### src/rtl/cpu_alu_pkg.sv
// Shared definitions for the sequential CPU ALU: opcodes, FSM states, flag indices.
package cpu_alu_pkg;

  localparam logic [3:0] OP_ADD    = 4'd0;
  localparam logic [3:0] OP_SUB    = 4'd1;
  localparam logic [3:0] OP_OR     = 4'd2;
  localparam logic [3:0] OP_AND    = 4'd3;
  localparam logic [3:0] OP_EOR    = 4'd4;
  localparam logic [3:0] OP_ASL    = 4'd5;
  localparam logic [3:0] OP_LSR    = 4'd6;
  localparam logic [3:0] OP_ROL    = 4'd7;
  localparam logic [3:0] OP_ROR    = 4'd8;
  localparam logic [3:0] OP_INC    = 4'd9;
  localparam logic [3:0] OP_DEC    = 4'd10;
  localparam logic [3:0] OP_PASS_A = 4'd11;
  localparam logic [3:0] OP_PASS_B = 4'd12;
  localparam logic [3:0] OP_MUL    = 4'd13;

  typedef enum logic [1:0] {
    ST_IDLE = 2'd0,
    ST_MUL  = 2'd1,
    ST_DONE = 2'd2
  } state_e;

  localparam int FLAG_V = 0;
  localparam int FLAG_C = 1;
  localparam int FLAG_Z = 2;
  localparam int FLAG_N = 3;

endpackage

### src/rtl/cpu_alu_mul_iter.sv
// Iterative unsigned shift-add multiplier: one multiplier bit per step, WIDTH steps.
module cpu_alu_mul_iter
  import cpu_alu_pkg::*;
#(
  parameter int WIDTH = 8
) (
  input  logic               clk,
  input  logic               rst,
  input  logic               load,
  input  logic               step,
  input  logic [WIDTH-1:0]   a,
  input  logic [WIDTH-1:0]   b,
  output logic [2*WIDTH-1:0] product,
  output logic               last
);

  localparam int CW = $clog2(WIDTH);

  logic [2*WIDTH-1:0] acc_q, acc_d;
  logic [2*WIDTH-1:0] mcand_q, mcand_d;
  logic [WIDTH-1:0]   mplier_q, mplier_d;
  logic [CW-1:0]      cnt_q, cnt_d;
  logic [2*WIDTH-1:0] partial;

  always_ff @(posedge clk) begin
    if (rst) begin
      acc_q    <= '0;
      mcand_q  <= '0;
      mplier_q <= '0;
      cnt_q    <= '0;
    end else begin
      acc_q    <= acc_d;
      mcand_q  <= mcand_d;
      mplier_q <= mplier_d;
      cnt_q    <= cnt_d;
    end
  end

  // partial is the accumulator after the current step, so the final step's value is the product
  always_comb begin
    partial  = acc_q + (mplier_q[0] ? mcand_q : '0);
    acc_d    = acc_q;
    mcand_d  = mcand_q;
    mplier_d = mplier_q;
    cnt_d    = cnt_q;
    if (load) begin
      acc_d    = '0;
      mcand_d  = {{WIDTH{1'b0}}, b};
      mplier_d = a;
      cnt_d    = CW'(WIDTH - 1);
    end else if (step) begin
      acc_d    = partial;
      mcand_d  = mcand_q << 1;
      mplier_d = mplier_q >> 1;
      cnt_d    = cnt_q - CW'(1);
    end
  end

  assign product = partial;
  assign last    = (cnt_q == '0);

endmodule

### src/rtl/cpu_alu_seq.sv
// Registered CPU ALU with carry-in, N/Z/C/V flags, rotates and an iterative multiply,
// driven by a start/busy/done handshake from the CPU control FSM.
module cpu_alu_seq
  import cpu_alu_pkg::*;
#(
  parameter int WIDTH  = 8,
  parameter bit MUL_EN = 1'b1
) (
  input  logic             clk,
  input  logic             rst,
  input  logic             start,
  input  logic [3:0]       op,
  input  logic             c_in,
  input  logic [WIDTH-1:0] A,
  input  logic [WIDTH-1:0] B,
  output logic             busy,
  output logic             done,
  output logic [WIDTH-1:0] out,
  output logic [WIDTH-1:0] out_hi,
  output logic             flag_n,
  output logic             flag_z,
  output logic             flag_c,
  output logic             flag_v
);

  localparam int MSB = WIDTH - 1;

  state_e             state_q, state_d;
  logic [WIDTH-1:0]   out_q, out_d;
  logic [WIDTH-1:0]   out_hi_q, out_hi_d;
  logic [3:0]         flags_q, flags_d;

  logic               accept, is_mul, mul_load, mul_step, mul_last;
  logic [2*WIDTH-1:0] mul_product;
  logic [WIDTH:0]     sum;
  logic [WIDTH-1:0]   alu_res;
  logic               alu_c, alu_v;

  assign accept   = start && (state_q != ST_MUL);
  assign is_mul   = MUL_EN && (op == OP_MUL);
  assign mul_load = accept && is_mul;
  assign mul_step = (state_q == ST_MUL);

  cpu_alu_mul_iter #(.WIDTH(WIDTH)) u_mul (
    .clk     (clk),
    .rst     (rst),
    .load    (mul_load),
    .step    (mul_step),
    .a       (A),
    .b       (B),
    .product (mul_product),
    .last    (mul_last)
  );

  always_ff @(posedge clk) begin
    if (rst) state_q <= ST_IDLE;
    else     state_q <= state_d;
  end

  always_ff @(posedge clk) begin
    if (rst) begin
      out_q    <= '0;
      out_hi_q <= '0;
      flags_q  <= '0;
    end else begin
      out_q    <= out_d;
      out_hi_q <= out_hi_d;
      flags_q  <= flags_d;
    end
  end

  // DONE behaves like IDLE for acceptance so the control FSM can issue back-to-back
  always_comb begin
    state_d = state_q;
    case (state_q)
      ST_IDLE, ST_DONE: state_d = accept ? (is_mul ? ST_MUL : ST_DONE) : ST_IDLE;
      ST_MUL:           if (mul_last) state_d = ST_DONE;
      default:          state_d = ST_IDLE;
    endcase
  end

  // C and V default to their held values so ops that do not own them leave them alone
  always_comb begin
    sum     = '0;
    alu_res = A;
    alu_c   = flags_q[FLAG_C];
    alu_v   = flags_q[FLAG_V];
    case (op)
      OP_ADD: begin
        sum     = {1'b0, B} + {1'b0, A} + {{WIDTH{1'b0}}, c_in};
        alu_res = sum[MSB:0];
        alu_c   = sum[WIDTH];
        alu_v   = (B[MSB] == A[MSB]) && (alu_res[MSB] != B[MSB]);
      end
      OP_SUB: begin
        sum     = {1'b0, B} + {1'b0, ~A} + {{WIDTH{1'b0}}, c_in};
        alu_res = sum[MSB:0];
        alu_c   = sum[WIDTH];
        alu_v   = (B[MSB] != A[MSB]) && (alu_res[MSB] != B[MSB]);
      end
      OP_OR:     alu_res = B | A;
      OP_AND:    alu_res = B & A;
      OP_EOR:    alu_res = B ^ A;
      OP_ASL: begin
        alu_res = {B[MSB-1:0], 1'b0};
        alu_c   = B[MSB];
      end
      OP_LSR: begin
        alu_res = {1'b0, B[MSB:1]};
        alu_c   = B[0];
      end
      OP_ROL: begin
        alu_res = {B[MSB-1:0], c_in};
        alu_c   = B[MSB];
      end
      OP_ROR: begin
        alu_res = {c_in, B[MSB:1]};
        alu_c   = B[0];
      end
      OP_INC:    alu_res = B + WIDTH'(1);
      OP_DEC:    alu_res = B - WIDTH'(1);
      OP_PASS_B: alu_res = B;
      default:   alu_res = A;
    endcase
  end

  always_comb begin
    out_d    = out_q;
    out_hi_d = out_hi_q;
    flags_d  = flags_q;
    if (accept && !is_mul) begin
      out_d           = alu_res;
      out_hi_d        = '0;
      flags_d[FLAG_N] = alu_res[MSB];
      flags_d[FLAG_Z] = (alu_res == '0);
      flags_d[FLAG_C] = alu_c;
      flags_d[FLAG_V] = alu_v;
    end else if (mul_step && mul_last) begin
      out_d           = mul_product[MSB:0];
      out_hi_d        = mul_product[2*WIDTH-1:WIDTH];
      flags_d[FLAG_N] = mul_product[2*WIDTH-1];
      flags_d[FLAG_Z] = (mul_product == '0);
      flags_d[FLAG_C] = (mul_product[2*WIDTH-1:WIDTH] != '0);
    end
  end

  assign busy   = (state_q == ST_MUL);
  assign done   = (state_q == ST_DONE);
  assign out    = out_q;
  assign out_hi = out_hi_q;
  assign flag_n = flags_q[FLAG_N];
  assign flag_z = flags_q[FLAG_Z];
  assign flag_c = flags_q[FLAG_C];
  assign flag_v = flags_q[FLAG_V];

endmodule
### config.mk
export PLATFORM = sky130hd
export DESIGN_NAME = cpu_alu_seq
export DESIGN_NICKNAME = d
export VERILOG_FILES = /design/src/rtl/cpu_alu_pkg.sv /design/src/rtl/cpu_alu_mul_iter.sv /design/src/rtl/cpu_alu_seq.sv
export SDC_FILE = /design/constraint.sdc
export NUM_CORES = 1
export LEC_CHECK = 0
export CAP_MARGIN = 20
export CORE_ASPECT_RATIO = 0.75
export CORE_MARGIN = 3
export CORE_UTILIZATION = 54
export DETAILED_ROUTE_END_ITERATION = 8
export PLACE_DENSITY = 0.78
export SKIP_LAST_GASP = 1
export SYNTH_ARGS = -nofsm -noshare
export SYNTH_HDL_FRONTEND = slang
export SYNTH_HIERARCHICAL = 1
export SYNTH_SLANG_ARGS = --single-unit
### constraint.sdc
create_clock -name clk -period 3.2 [get_ports clk]
set_input_delay 0.32 -clock clk [delete_from_list [all_inputs] [get_ports clk]]
set_output_delay 0.32 -clock clk [all_outputs]
set_load 0.05 [all_outputs]
Word level (Yosys, flattened, before mapping)
Index checks and enable logic that the tools add are counted.
{"block": "op_classes", "addsub": 8, "eq_ne": 21, "mux": 18, "bitwise_logic": 4, "n_reduce_logical": 23}
{"op": "$pmux 8 s12", "count": 1}
{"op": "$mux 8", "count": 6}
{"op": "$eq 4x4->1 const B", "count": 5}
{"op": "$add 8x8->9", "count": 2}
{"op": "$add 9x1->9", "count": 2}
{"op": "$add 16x16->16", "count": 1}
{"op": "$eq 4x3->1 const B", "count": 4}
{"op": "$logic_not 16->1", "count": 1}
{"op": "$mux 16", "count": 1}
{"op": "$mux 3", "count": 4}
{"op": "$reduce_or 2->1", "count": 5}
{"op": "$add 8x1->8 const B", "count": 1}
{"op": "$and 8x8->8", "count": 1}
{"op": "$eq 4x2->1 const B", "count": 2}
{"op": "$logic_not 8->1", "count": 1}
{"op": "$not 8->8", "count": 1}
{"op": "$or 8x8->8", "count": 1}
{"op": "$reduce_bool 8->1", "count": 1}
{"op": "$sub 8x1->8 const B", "count": 1}
{"op": "$xor 8x8->8", "count": 1}
{"op": "$logic_and 1x1->1", "count": 6}
{"op": "$mux 2", "count": 3}
{"op": "$reduce_bool 2->1", "count": 3}
{"op": "$ne 5x3->1 const B", "count": 1}
{"op": "15 further kinds", "count": 19}
{"block": "totals", "reg_bits": 65, "input_bits": 24, "out_inout_bits": 22, "elab_cells": 85}

Longest topological paths before layout
Gate-level depths: netlist of run 1.
{"block": "depth", "ltp_word": 6, "ltp_mapped": 14, "ltp_nobuf": 13}

Cells and area by module
The synthesis of run 1 kept the hierarchy.
{"mod": "cpu_alu_seq", "n_inst": 1, "cells_each": 398, "area_each_um2": 2999.1, "seq_area_each_um2": 440.4}
{"mod": "cpu_alu_mul_iter", "n_inst": 1, "cells_each": 291, "area_each_um2": 2518.7, "seq_area_each_um2": 860.8}

Worst setup path before layout of run 1
No wires, ideal clock.
{"block": "synth_timing", "path_kind": "register to register", "startpoint": "register u_mul.mplier_q[0]", "endpoint": "register flags_q[2]", "setup_time_ps": 73, "arrival_ps": 2891, "required_time_ps": 3127, "path_slack_ps": 236, "stages_incl_launch_ff": 15, "path_buffers": 1, "synth_period_minus_slack_ps": 2964, "cell_sequence": "dfxtp_1 -> clkbuf_1 -> and2_1 -> ha_1 -> fa_1 -> a21o_1 -> a311o_2 -> nand4_2 -> o211ai_2 -> xor2_1 -> nor4_1 -> nand2_1 -> nor3_1 -> a31oi_1 -> o22ai_2"}
{"block": "synth_between", "elab_chain_len": 5}
{"element": "start, declared", "line": "cpu_alu_mul_iter.sv:21", "text": "logic [WIDTH-1:0] mplier_q, mplier_d;"}
{"element": "start signal, assigned", "line": "cpu_alu_mul_iter.sv:34", "text": "mplier_q <= mplier_d;"}
{"element": "$mux 16", "line": "cpu_alu_mul_iter.sv:41", "text": "partial = acc_q + (mplier_q[0] ? mcand_q : '0);"}
{"element": "$add 16x16->16", "line": "cpu_alu_mul_iter.sv:41"}
{"element": "net mul_product[14]", "line": "cpu_alu_seq.sv:34", "text": "logic [2*WIDTH-1:0] mul_product;"}
{"element": "$logic_not 16->1", "line": "cpu_alu_seq.sv:142", "text": "flags_d[FLAG_Z] = (mul_product == '0);"}
{"element": "$mux 3", "line": "cpu_alu_seq.sv:138", "text": "end else if (mul_step && mul_last) begin"}
{"element": "$mux 3", "line": "cpu_alu_seq.sv:131", "text": "if (accept && !is_mul) begin"}
{"element": "end signal, assigned", "line": "cpu_alu_seq.sv:68", "text": "flags_q <= flags_d;"}
{"element": "end, declared", "line": "cpu_alu_seq.sv:31", "text": "logic [3:0] flags_q, flags_d;"}
The timed path passes the listed nets, and every way through them passes these cells. The select of a mux whose other input is x is not followed.
A chain may end at the register's enable or synchronous reset.

Worst setup path in the final report of run 1
{"block": "layout_timing", "startpoint": "input A[0]", "endpoint": "register flags_q[2]"}
{"block": "layout_between", "elab_chain_len": 6, "word_cells_on_any_way": 11, "classes_between": "add/sub (4); mux (2); bitwise (4); reduce/logical (1)"}
{"element": "start, declared", "line": "cpu_alu_seq.sv:14", "text": "input logic [WIDTH-1:0] A,"}
{"element": "$not 8->8", "line": "cpu_alu_seq.sv:96", "text": "sum = {1'b0, B} + {1'b0, ~A} + {{WIDTH{1'b0}}, c_in};"}
{"element": "$add 8x8->9", "line": "cpu_alu_seq.sv:96"}
{"element": "$add 9x1->9", "line": "cpu_alu_seq.sv:96"}
{"element": "$pmux 8 s12 *", "line": "cpu_alu_seq.sv:88", "text": "case (op)"}
{"element": "$logic_not 8->1 *", "line": "cpu_alu_seq.sv:135", "text": "flags_d[FLAG_Z] = (alu_res == '0);"}
{"element": "$mux 3 *", "line": "cpu_alu_seq.sv:131"}
Every way passes the cells marked *; elsewhere a longest branch is shown, timed or not.

==> impl_results.md, run 1 <==
- Post-route cell area: roughly 6700 µm²
- EDFF count, synth: 0
- Synth async-reset ratio: 0
- Slew Viols, Final: 0
- Crit path kind: in -> reg
- Clk sink count: 65
- Initial DRC count: between 800 and 900
- Final net count: 829
- Status: complete, no violations
- CP max FO: 2
- Hold Violations, Final: 0
- Die X: approximately 120 µm
- Max-cap violations: 0
- Cells after synthesis: about 690
- Period utilization: 0.9753
- # rows: 31
- CP delay by family, top: adder cells
- Worst Hold Depth: 2
- FMAX: ~320 MHz
- Aggregate global-route resource usage: 0.3150
- VDD IR max: between 0.0003 and 0.0004 V
- Routability cong.: between 1 and 1.5
- Wire per inst: between 15 and 20 µm
- DR pass1 iterations: 5
- Syn_nets: ~760
- Ys flop type: dfxtp_1
- Die Ht: approximately 94 µm
- I/O pin count: between 40 and 50
- Largest net degree at the start of global routing: 35
- Initial antenna violation count: 0
- Antenna Violating Nets Remaining: 0
- Setup slack, reg-to-reg: between 70 and 80 ps
- Layout cells sized above 1: 0.1558
- CTS H-tree depth: 3
- Postcts setup bufs: 0
- R2R cell count: 13
- CP startpoint: A[0]
- Post-CTS sizing: 0
- # hold bufs at CTS: 0
- Clk_skew: 6.173 ps
- Critical Path End Type: flop
- Lkg Pwr: between 2 and 3 nW
- Synth cell types: between 90 and 100
- Setup WS pre-CTS: -312.3 ps
- Core Util, Final: 0.6797
- Mapped cell area: 5518 µm²
- First-pass GRT wire length: about 28000 µm
- Port buffer count: 45
- #FFs+latches synth: 65
- Clock Pin Slew Worst Setup and Hold Paths: 50 ps
- CTS tree: done
- Worst Setup Start Kind: input pin
- Worst path depth: 13
- CTS Buf Count: 9
- RSZ-0062 raised after global routing: true
- Slowest-stage cell, CP: fa_2
- Worst path max stage delay: roughly 530 ps
- Drt drc: 0
- Overflow after GRT: 0
- Vias: 5543
- DIE AREA: approximately 11000 µm²
- Syn Area/Cell: between 8 and 9 µm²
- Starting Density: 0.5623
- Reg-to-reg endpoint: flags_q[2]
- Critical Path RT: 3460 ps
- Antenna diode count: 0
- Hold Crit Class: reg -> reg
- Vias in the first global route: between 5k and 6k
- Layout area overhead: 20.88%
- WP data arrival: around 3400 ps
- Clock Path Buffers: 2
- Core area: between 9000 and 10000 µm²
- HPWL Detailed: 13850 µm
- Min Tclk post-route: ~3100 ps
- Slew margin rel.: 0.4092
- Bufs and invs on worst path: 3
- PwrDens: 372.1 nW/µm²
- Synth warn: 6
- Crit-path cells: clkdlybuf4s50_1 -> inv_1 -> buf_4 -> fa_2 -> fa_2 -> mux2i_1 -> a22o_1 -> a221o_1 -> o22ai_2 -> nand3b_1 -> nor4_1 -> nand4b_1 -> o22ai_2
- Worst-Skew Late Latency: around 330 ps
- Post-synthesis sequential area ratio: 0.2358
- Worst Slack Setup Final: between 70 and 80 ps
- DR vias/cell: slightly above 6
- Setup violators final: 0
- Post-Route WL: between 15000 and 20000 µm
- Placed Area: 6305 µm²
- Setup crit end: flags_q[2]
- FF-to-FF Start: u_mul/mcand_q[0]
- Worst-Margin Slew: slightly below 900 ps
- Root Driver: clkbuf_16
## power breakdown
group          internal (W)  switching, W
Combinational      0.000237      0.000341
Clock              0.000705      0.000361
Sequential         0.000826     0.0000128
## area by class of cell
class	instances	area (µm²)
multi-input combinational	550	3872
sequential	65	1301
clock inverter	6	90.09
inverter	29	108.9
tap	132	165.2
clock buffer	10	239.0
timing repair buffer	104	893.4
fill	788	3143
## cell usage after synthesis, types with 10 or more instances
cell type,instances,share of area
o21ai_0,15,0.014
mux2i_1,38,0.069
ha_1,41,0.093
inv_1,29,0.020
and2_1,18,0.020
nor3_1,12,0.011
clkbuf_1,16,0.011
nand2_1,55,0.037
a21oi_1,53,0.048
buf_4,10,0.014
xor2_1,10,0.016
nor2b_1,10,0.011
xnor2_1,13,0.021
a31oi_1,12,0.014
nand3_1,11,0.010
nor2_1,102,0.069
dfxtp_1,65,0.24
## flip-flops by register name, summed over array words and instances (netlist names)
name / cells
flags_q: 4
u_mul/mcand_q: 16
out_hi: 8
state_q: 2
u_mul/mplier_q: 8
u_mul/cnt_q: 3
out: 8
u_mul/acc_q: 16
## cell usage in the layout (no fill, tap or decap), types with 18 or more instances in the layout
cell and n:
nor2_1 101, dfxtp_1 65, buf_4 59, nand2_1 55
a21oi_1 53, clkdlybuf4s50_1 45, ha_1 41, mux2i_1 38
inv_1 28, and2_1 18
## cells by family (layout without fill, tap and decap cells)
group | after synthesis | after routing | synth area share
AND/OR/NAND/NOR | 253 | 253 | 0.2218
AO/OA/AOI/OAI | 188 | 188 | 0.2519
adder cells (fa/ha/maj) | 47 | 47 | 0.1136
XOR/XNOR | 23 | 23 | 0.03651
flip-flops | 65 | 65 | 0.2358
buffers and inverters | 74 | 149 | 0.06938
multiplexers | 39 | 39 | 0.07097
## routing by layer
layer	GRT usage	vias to the layer above	routed length [µm]
li1	-	2632	-
met1	0.4899	2590	8615
met2	0.4206	305	6958
met3	0.1143	16	2208
met4	0.03262	0	129
met5	0	-	0
## metrics by stage
stage / TNS [ps] / total power, W / hold slack [ps] / cells
floorplan: 0 / 0.001196 / 389.1 / 689
global placement: -627.2 / 0.001405 / 441.8 / 880
detailed placement: -1040 / 0.001407 / 450.6 / 880
CTS: 0 / 0.002473 / 457.1 / 896
global route: -75.18 / 0.002563 / 478.8 / 896
finish: 0 / 0.002482 / 455.3 / 896
## worst min path at each step
stage              start         to  slack, ps
2_1_floorplan        rst     out[2]        390
3_3_place_gp   out_hi[7]  out_hi[7]        440
3_5_place_dp   out_hi[7]  out_hi[7]        450
4_1_cts        out_hi[4]  out_hi[4]        460
5_1_grt        out_hi[7]  out_hi[7]        480
6_report       out_hi[7]  out_hi[7]        460
## worst min-delay path, stage by stage (launching register included)
cell,delay (ps)
dfxtp_1,310
nand2_1,50
a21oi_1,50
Note: power is estimated with default switching activity, not from simulation.
==> inputs of run 2 (changes only) <==
- CORE_MARGIN: 3 -> default
==> impl_results.md, run 2 (synthesis results as in run 1) <==
- Status: complete, no violations
- Initial antenna violation count: 0 (unchanged)
- Filler cell count: 831 (+5.5%)
- Placed cells: 882 (+0.23%)
- Worst-Margin Slew: 669.5 ps (-213.4 ps)
- PwrDens: 361.5 nW/µm² (-2.8%)
- CP dominant cell by count: nand2_1
- CTS H-tree depth: 3 (unchanged)
- Non-Filler Instances: 900 (+0.45%)
- Slew margin rel.: 0.5536 (+0.1444)
- Hold Crit Class: reg -> reg
- Worst hold slack: 457.1 ps (+1.739 ps)
- Layout area overhead: 21.52%
- Overflow after GRT: 0 (unchanged)
- Leading cell type in the layout, fill and taps excluded: nor2_1
- Placed Area: 6332 µm² (+0.44%)
- WL met3: 2060 µm (-6.7%)
- WL met2: 7176 µm (+3.1%)
- CP max FO: 4 (+2)
- Clock Pin Slew Worst Setup and Hold Paths: 50 ps (about the same)
- Vias: 5594 (+0.92%)
- Clk_skew: 6.643 ps (+0.4700 ps)
- Crit-path cells: and2_1 -> ha_1 -> fa_1 -> a21o_1 -> a311o_2 -> nand2_1 -> a21oi_1 -> xor2_1 -> nor4_1 -> nand2_1 -> nor3_2 -> a31oi_1 -> o22ai_2
- Root Driver: clkbuf_16
- Core area: 9774 µm² (-0.40%)
- DR pass1 iterations: 6 (+1)
- Register Area: 1301 µm² (unchanged)
- Die X: 118.7 µm (-3.3%)
- RSZ-0062 raised after global routing: true
- Period utilization: 0.9886 (+0.01335)
- Slowest-stage cell, CP: a311o_2
- Clock Path Buffers: 2 (unchanged)
- Starting Density: 0.5645 (+0.002231)
- CTS tree: done
- Post-route cell area: 6705 µm² (+0.53%)
- Lkg Pwr: 2.767 nW (-0.16%)
- First-pass GRT wire length: 27560 µm (-1.2%)
- Worst Setup Start Kind: flop
- I/O pin count: 46 (unchanged)
- Antenna diode count: 0 (unchanged)
- PnR Total Power: 0.002424 W (-2.3%)
- Largest net degree at the start of global routing: 44 (+26%)
- Top flop regs: u_mul/acc_q (16), u_mul/mcand_q (16)
- Post-Route WL: 17830 µm (-0.49%)
- M1 wire length: 8366 µm (-2.9%)
- VDD IR max: 0.0002964 V (-16%)
- Worst path max stage delay: 410 ps (-120 ps)
- Port buffer count: 45 (unchanged)
- Critical Path RT: 3470 ps (about the same)
- Die Ht: 89.54 µm (-4.3%)
- Vias in the first global route: 5110 (-0.020%)
- Layout cells sized above 1: 0.1589 (+0.003095)
- Aggregate global-route resource usage: 0.3404 (+0.02536)
- Antenna Violating Nets Remaining: 0 (unchanged)
- WP data arrival: 3430 ps (+50 ps)
- Min Tclk post-route: 3164 ps (+42.71 ps)
- Setup violators final: 0 (unchanged)
- DIE AREA: 10630 µm² (-7.4%)
- CTS Buf Count: 9 (unchanged)
- Footprint of the multi-input gates: 3881 µm² (+0.23%)
- Crit path kind: reg -> reg
- Max layer used: met4
- Max-cap violations: 0 (unchanged)
- FMAX: 316.1 MHz (-1.4%)
- DR vias/cell: 6.216 (+0.47%)
- Critical Path End Type: flop
- # rows: 31 (unchanged)
- Wire per inst: 19.81 µm (-0.93%)
- Slew Viols, Final: 0 (unchanged)
- Clk sink count: 65 (unchanged)
- Worst-Skew Late Latency: 340 ps (about the same)
- Most frequent cells in the layout: nor2_1 (101), dfxtp_1 (65), buf_4 (61), nand2_1 (55), a21oi_1 (53)
- Final net count: 833 (+0.48%)
- HPWL Detailed: 13410 µm (-3.2%)
- Initial DRC count: 545 (-33%)
- Routability cong.: 1.070 (+6.4%)
- Hold Violations, Final: 0 (unchanged)
- Drt drc: 0 (unchanged)
-- run 2: power by group --
part | switching (W) | internal [W] | total (W)
clock network | 0.000342 | 0.000665 | 0.00101
registers | 0.0000128 | 0.000827 | 0.000840
logic | 0.000338 | 0.000240 | 0.000577
total | 0.000692 | 0.00173 | 0.00242
-- run 2: metrics by stage --
stage | TNS, ps | utilization | setup slack, ps
floorplan | 0 | - | 236.2
global placement | -1337 | 0.6478 | -402.7
detailed placement | -1294 | 0.6478 | -342.5
CTS | 0 | 0.6802 | 49.03
global route | -59.55 | 0.6860 | -59.55
finish | 0 | 0.6860 | 36.44
-- run 2: routing by layer --
| layer | GRT usage | vias to the layer above |
|---|---|---|
| li1 | - | 2633 |
| met1 | 0.4927 | 2607 |
| met2 | 0.4896 | 321 |
| met3 | 0.1046 | 33 |
| met4 | 0.07710 | 0 |
| met5 | 0 | - |
-- run 2: layout make-up --
type | count | area share
sequential | 65 | 0.1941
clock inverter | 2 | 0.005225
clock buffer | 14 | 0.04087
multi-input combinational | 550 | 0.5788
inverter | 29 | 0.01623
timing repair buffer | 108 | 0.1401
tap | 132 | 0.02463
-- run 2: final timing paths --
| check | startpoint | to | slack [ps] | cells after the start |
|---|---|---|---|---|
| setup / recovery | u_mul/mcand_q[0] | flags_q[2] | 40 | 13 |
| hold / removal | out_hi[4] | out_hi[4] | 460 | 2 |
| setup reg to reg | u_mul/mcand_q[0] | flags_q[2] | 40 | 13 |
| hold reg to reg | out_hi[4] | out_hi[4] | 460 | 2 |
-- run 2: timing repair --
| item | in CTS | in global routing |
|---|---|---|
| hold endpoints to repair | 0 | 0 |
| setup endpoints to repair | 1 | 4 |
| gates cloned | 0 | 0 |
| hold buffers | 0 | 0 |
| gates resized for setup | 1 | 9 |
| setup buffers | 0 | 2 |
| pin swaps | 0 | 8 |
-- run 2: worst max-delay path: cells and delay by family (launching register included) --
family	cells	cell delay (ps)
flip-flops	1	330
XOR/XNOR	1	180
adder cells (fa/ha/maj)	2	620
AO/OA/AOI/OAI	5	990
AND/OR/NAND/NOR	5	980
==> inputs of run 3 (changes only) <==
- CAP_MARGIN: 20 -> default
- SLEW_MARGIN: default -> 5
==> results of run 3 <==
No change in the layout: final DEF, timing and power equal those of run 2.
